--- src/rtl/uart_arb_pkg.sv ---
// Shared types and default sizing for the UART transmit arbiter.
package uart_arb_pkg;

  localparam int unsigned N_REQ_DEF        = 4;
  localparam int unsigned DATA_W_DEF       = 8;
  localparam int unsigned BUSY_TIMEOUT_DEF = 4;

  typedef enum logic [1:0] {
    IDLE      = 2'd0,
    ISSUE     = 2'd1,
    WAIT_BUSY = 2'd2,
    WAIT_DONE = 2'd3
  } arb_state_e;

endpackage

--- src/rtl/rr_pick.sv ---
// Combinational round-robin picker: first set request at or after the pointer, wrapping.
module rr_pick #(
  parameter int unsigned N_REQ = 4,
  localparam int unsigned IW   = $clog2(N_REQ)
) (
  input  logic [N_REQ-1:0] req_i,
  input  logic [IW-1:0]    ptr_i,
  output logic [N_REQ-1:0] grant_o,
  output logic [IW-1:0]    idx_o,
  output logic             valid_o
);

  logic [N_REQ-1:0] rot;
  logic [IW-1:0]    off;
  logic             found;
  logic [IW:0]      sum;

  // Rotate so that bit 0 corresponds to the pointer position.
  assign rot = N_REQ'({req_i, req_i} >> ptr_i);

  // Find first set bit of the rotated vector, then map back to a requester index.
  always_comb begin
    found = 1'b0;
    off   = '0;
    for (int unsigned k = 0; k < N_REQ; k++) begin
      if (!found && rot[IW'(k)]) begin
        found = 1'b1;
        off   = IW'(k);
      end
    end
    sum = {1'b0, ptr_i} + {1'b0, off};
    if (sum >= (IW+1)'(N_REQ)) begin
      sum = sum - (IW+1)'(N_REQ);
    end
    idx_o   = sum[IW-1:0];
    valid_o = found;
    grant_o = found ? (N_REQ'(1) << idx_o) : '0;
  end

endmodule

--- src/rtl/uart_tx_arbiter.sv ---
// Round-robin arbiter sharing one uart_tx between N_REQ byte producers, with message lock.
module uart_tx_arbiter
  import uart_arb_pkg::*;
#(
  parameter int unsigned N_REQ        = N_REQ_DEF,
  parameter int unsigned DATA_W       = DATA_W_DEF,
  parameter int unsigned BUSY_TIMEOUT = BUSY_TIMEOUT_DEF
) (
  input  logic                    clk,
  input  logic                    rst_n,
  input  logic [N_REQ-1:0]        req_valid,
  input  logic [N_REQ*DATA_W-1:0] req_data,
  input  logic [N_REQ-1:0]        req_lock,
  output logic [N_REQ-1:0]        req_ready,
  output logic [N_REQ-1:0]        grant,
  output logic                    uart_en,
  output logic [DATA_W-1:0]       uart_data,
  input  logic                    uart_rdy,
  output logic                    busy
);

  localparam int unsigned IW = $clog2(N_REQ);
  localparam int unsigned CW = $clog2(BUSY_TIMEOUT + 1);

  arb_state_e        state_q;
  logic              uart_en_q;
  logic [DATA_W-1:0] uart_data_q;
  logic [N_REQ-1:0]  grant_q;
  logic              lock_q;
  logic [IW-1:0]     ptr_q;
  logic [CW-1:0]     cnt_q;

  logic [N_REQ-1:0]  eligible_c;
  logic [N_REQ-1:0]  pick_oh_c;
  logic [IW-1:0]     pick_idx_c;
  logic              pick_valid_c;
  logic              accept_c;
  logic [DATA_W-1:0] sel_data_c;
  logic              sel_lock_c;
  logic [IW-1:0]     ptr_next_c;
  logic [DATA_W-1:0] data_arr [N_REQ];

  // Unpack the flat request data bus into one byte per requester.
  for (genvar g = 0; g < N_REQ; g++) begin : g_unpack
    assign data_arr[g] = req_data[g*DATA_W +: DATA_W];
  end

  // While a message lock is held only the owner may compete.
  assign eligible_c = lock_q ? (req_valid & grant_q) : req_valid;

  rr_pick #(
    .N_REQ (N_REQ)
  ) u_rr_pick (
    .req_i   (eligible_c),
    .ptr_i   (ptr_q),
    .grant_o (pick_oh_c),
    .idx_o   (pick_idx_c),
    .valid_o (pick_valid_c)
  );

  assign accept_c   = (state_q == IDLE) && uart_rdy && pick_valid_c;
  assign req_ready  = accept_c ? pick_oh_c : '0;
  assign sel_data_c = data_arr[pick_idx_c];
  assign sel_lock_c = req_lock[pick_idx_c];
  assign ptr_next_c = (pick_idx_c == IW'(N_REQ - 1)) ? '0 : pick_idx_c + IW'(1);

  assign grant     = grant_q;
  assign uart_en   = uart_en_q;
  assign uart_data = uart_data_q;
  assign busy      = (state_q != IDLE) || lock_q;

  // Arbitration FSM: accept a byte, strobe uart_tx, then track its rdy handshake.
  always_ff @(posedge clk or negedge rst_n) begin
    if (!rst_n) begin
      state_q     <= IDLE;
      uart_en_q   <= 1'b0;
      uart_data_q <= '0;
      grant_q     <= '0;
      lock_q      <= 1'b0;
      ptr_q       <= '0;
      cnt_q       <= '0;
    end else begin
      case (state_q)
        IDLE: begin
          if (accept_c) begin
            uart_data_q <= sel_data_c;
            grant_q     <= pick_oh_c;
            lock_q      <= sel_lock_c;
            uart_en_q   <= 1'b1;
            if (!sel_lock_c) begin
              ptr_q <= ptr_next_c;
            end
            state_q <= ISSUE;
          end
        end
        ISSUE: begin
          uart_en_q <= 1'b0;
          cnt_q     <= '0;
          state_q   <= WAIT_BUSY;
        end
        WAIT_BUSY: begin
          // Give up waiting for rdy to drop so a UART that never deasserts cannot deadlock us.
          if (!uart_rdy || (cnt_q == CW'(BUSY_TIMEOUT - 1))) begin
            state_q <= WAIT_DONE;
          end else begin
            cnt_q <= cnt_q + CW'(1);
          end
        end
        WAIT_DONE: begin
          if (uart_rdy) begin
            state_q <= IDLE;
          end
        end
        default: state_q <= IDLE;
      endcase
    end
  end

endmodule

--- config.mk ---
export PLATFORM = sky130hd
export DESIGN_NAME = uart_tx_arbiter
export DESIGN_NICKNAME = d
export VERILOG_FILES = /design/src/rtl/uart_arb_pkg.sv /design/src/rtl/rr_pick.sv /design/src/rtl/uart_tx_arbiter.sv
export SDC_FILE = /design/constraint.sdc
export NUM_CORES = 1
export LEC_CHECK = 0
export BUFFER_PORTS_ARGS = -buffer_cell sky130_fd_sc_hd__buf_4
export CORE_UTILIZATION = 53
export CTS_CLUSTER_DIAMETER = 50
export DETAILED_ROUTE_END_ITERATION = 16
export PLACE_DENSITY_LB_ADDON = 0.1
export SLEW_MARGIN = 20
export SYNTH_ARGS = -nofsm -noshare
export SYNTH_HDL_FRONTEND = slang
export SYNTH_SLANG_ARGS = --single-unit
--- constraint.sdc ---
create_clock -name clk -period 6.9 [get_ports clk]
set_input_delay 0.69 -clock clk [delete_from_list [all_inputs] [get_ports clk]]
set_output_delay 0.69 -clock clk [all_outputs]
set_load 0.05 [all_outputs]
==> results.cfg <==
[cts]
cts.sinks = 21
clk_latency_ps = 310
holdBufCountCts = 0
cts_resized = 0
cts_tree = done
clockBufferDepth = 2
clockRootBuffer = clkbuf_4
clk_pin_slew_ps = 120
postCtsSetupRepairBufs = 0
htreeDepth = 1
numCtsBuffers = 3

[sta]
post-route-period-util_pct = 66.0
tightestPinTransition_ps = 717
slew_viol_final = 0
fin_setup_tns_ps = 0
fin_skew_ps = 10.2
hold_ws_ps = 243
hold_violations = 0
rsz0062_at_grt = false
finalCriticalPeriod_ps = 4550
max_slew_margin_pct = 51.0
fmax_ghz = 0.220
setup_viol = 0

[synth]
synth_cell_types = 43
yosys.area.top_type = dfrtp_1
ys_ff_latch = 21
synth_area_leaders = dfrtp_1 32%, mux4_1 11%, mux2_2 6.2%
synthCells = 148
synth_top_cell_area_share_pct = 32.2
ys_seq_area_share_pct = 32.2
synthArstFlopShare_pct = 100
yosys_warnings = 0
syn_nets = 199
syn_area_per_cell_sq_um = 11.0
synth_flop_cell = dfrtp_1
synth.cell_area_sq_um = 1630
synth_edf_count = 0

[power_and_ir_drop]
combPwrFrac_pct = 34.5
seq_power_share_pct = 46.3
ir_drop_uv = 119
sw_frac_of_total_pct = 32.6
powerDensity_nw_per_um2 = 147
clkPwrFrac_pct = 19.2
p_int_mw = 0.209
power_switching_mw = 0.101
leakage_nw = 1.04

[drt]
firstDrtPassIters = 11
vias_per_cell = 6.29
wirelength_um = 3850
ant_nets = 0
drt_iter0_markers = 95
detail_route.wl_per_cell_um = 16.2
vias = 1496
drc = 2

[critical_path]
timing.rr.start = ptr_q[0]
path_class = register to primary output
critPathArrivalTime_ps = 3860
crit_fanout = 19
worst_setup_path_end_kind = primary output
r2r-end = ptr_q[1]
ff2ff_setup_slack_ps = 2870
reg2regPathDepth = 12
crit_required_ps = 6210
start_kind = register

[placement]
post_dp_cell_area_sq_um = 2080
dp_cells = 234
place.port_buffers = 60
hpwl_um = 3090
place.gp.congestion = 0.848

[layout]
fillers = 217
drive_above_1_share_pct = 38.2
fin_cells = 238
diodes = 0
area_growth_pct = 29.2
design_area_sq_um = 2110
final_nets = 259

[global_route]
grt-ovfl-total = 0
antenna_found_initial = 0
grtUsageTotal_pct = 25.0
grt_max_degree = 22
first_global_vias = 1443
grt_pass1_wl_um = 6330

[die]
start_util_pct = 57.7
die_w_um = 57.5
core-area_sq_um = 2830
dieArea_sq_um = 3310
top_level_ports = 61
fp-row-count = 19
dieHeight_um = 57.5

[hold_path]
holdCritPathClass = primary input to async pin

[job]
maxCapViolations = 0

[status]
violations = design-rule violations
outcome = finished with violations
-- cells in the mapped netlist (2+ instances only) --
| library cell | n |
|---|---|
| dfrtp_1 | 21 |
| inv_1 | 12 |
| mux2_2 | 9 |
| nand2_1 | 9 |
| nor2_1 | 9 |
| ha_1 | 8 |
| mux4_1 | 7 |
| mux2i_1 | 5 |
| a2111oi_0 | 4 |
| a21o_1 | 4 |
| a221o_1 | 4 |
| nand3_1 | 4 |
| o21ai_0 | 4 |
| a211oi_1 | 3 |
| a21oi_1 | 3 |
| and2_1 | 3 |
| buf_6 | 3 |
| a221oi_1 | 2 |
| a221oi_4 | 2 |
| a22o_1 | 2 |
| a22oi_1 | 2 |
| and3_1 | 2 |
| clkbuf_1 | 2 |
| nand2b_1 | 2 |
| o211ai_1 | 2 |
| o22ai_1 | 2 |
| o31ai_1 | 2 |
-- state kept, by name, summed over array words and instances, names as in the netlist --
name,flops
ptr_q,2
cnt_q,3
grant,4
state_q,2
lock_q,1
uart_en,1
uart_data,8
-- routing by layer --
layer	GRT usage [%]	part of all wire [%]	up-vias
met3	4.08	7.9	4
li1	-	-	700
met4	9.76	1.5	0
met1	30.2	39	722
met2	44.5	52	70
met5	0	0	-
-- cells by family after synthesis --
kind of cell	count (synthesis)	synth area share [%]
AOI/OAI and AO/OA	42	22.7
and+or+nand+nor	36	11.0
muxes	22	21.9
DFF	21	32.2
buffers and inverters	18	5.59
adders and majority gates	8	6.13
xor gates and xnor gates	1	0.536
-- power groups by stage --
stage	Clock, mW	Combinational [mW]	Sequential, mW
finish	0.0598	0.107	0.144
global route	0.0670	0.120	0.146
CTS	0.0637	0.107	0.144
detailed placement	0	0.106	0.146
global placement	0	0.0957	0.145
floorplan	0	0.0671	0.144
-- metrics by stage --
stage	setup slack, ps	utilization [%]	power (mW)
6_report	2350	74.6	0.311
5_1_grt	2040	74.6	0.333
4_1_cts	2330	74.6	0.315
3_5_place_dp	2700	73.6	0.253
3_3_place_gp	2940	73.6	0.240
2_1_floorplan	2580	-	0.211
-- critical path: stages (launching register included) --
cell and delay [ps]:
dfrtp_1 840, mux2i_1 210, a221oi_1 660, o21ai_0 200
o21ai_0 210, ha_1 280, inv_1 130, o22ai_1 270
or2_4 260, ha_1 150, and2_1 140, buf_4 200
-- cell usage in the layout (no fill, tap or decap), types with 4 or more instances in the layout --
cell        n
a2111oi_0   4
a21o_1      4
a221o_1     4
buf_4      61
dfrtp_1    21
ha_1        8
inv_1      12
mux2_2      9
mux2i_1     5
mux4_1      7
nand2_1     9
nand3_1     4
nor2_1      9
o21ai_0     4
-- worst max path at each step --
stage	start	endpoint	slack, ps	cells past startpoint
5_1_grt	ptr_q[0]	req_ready[2]	2040	11
4_1_cts	ptr_q[0]	req_ready[2]	2330	11
3_5_place_dp	ptr_q[0]	req_ready[2]	2700	11
3_3_place_gp	ptr_q[0]	req_ready[2]	2940	11
2_1_floorplan	grant[0]	req_ready[0]	2580	10
6_report	ptr_q[0]	req_ready[2]	2350	11
-- area by class of cell --
class                           count  area [sq um]  area share [%]
Clock buffer                        4          26.3            1.25
Multi-Input combinational cell    109          1020            48.2
Timing Repair Buffer               61           458            21.7
Inverter                           12          45.0            2.14
Tap cell                           31          38.8            1.84
Sequential cell                    21           526            24.9
Note: power is estimated with default switching activity, not from simulation.
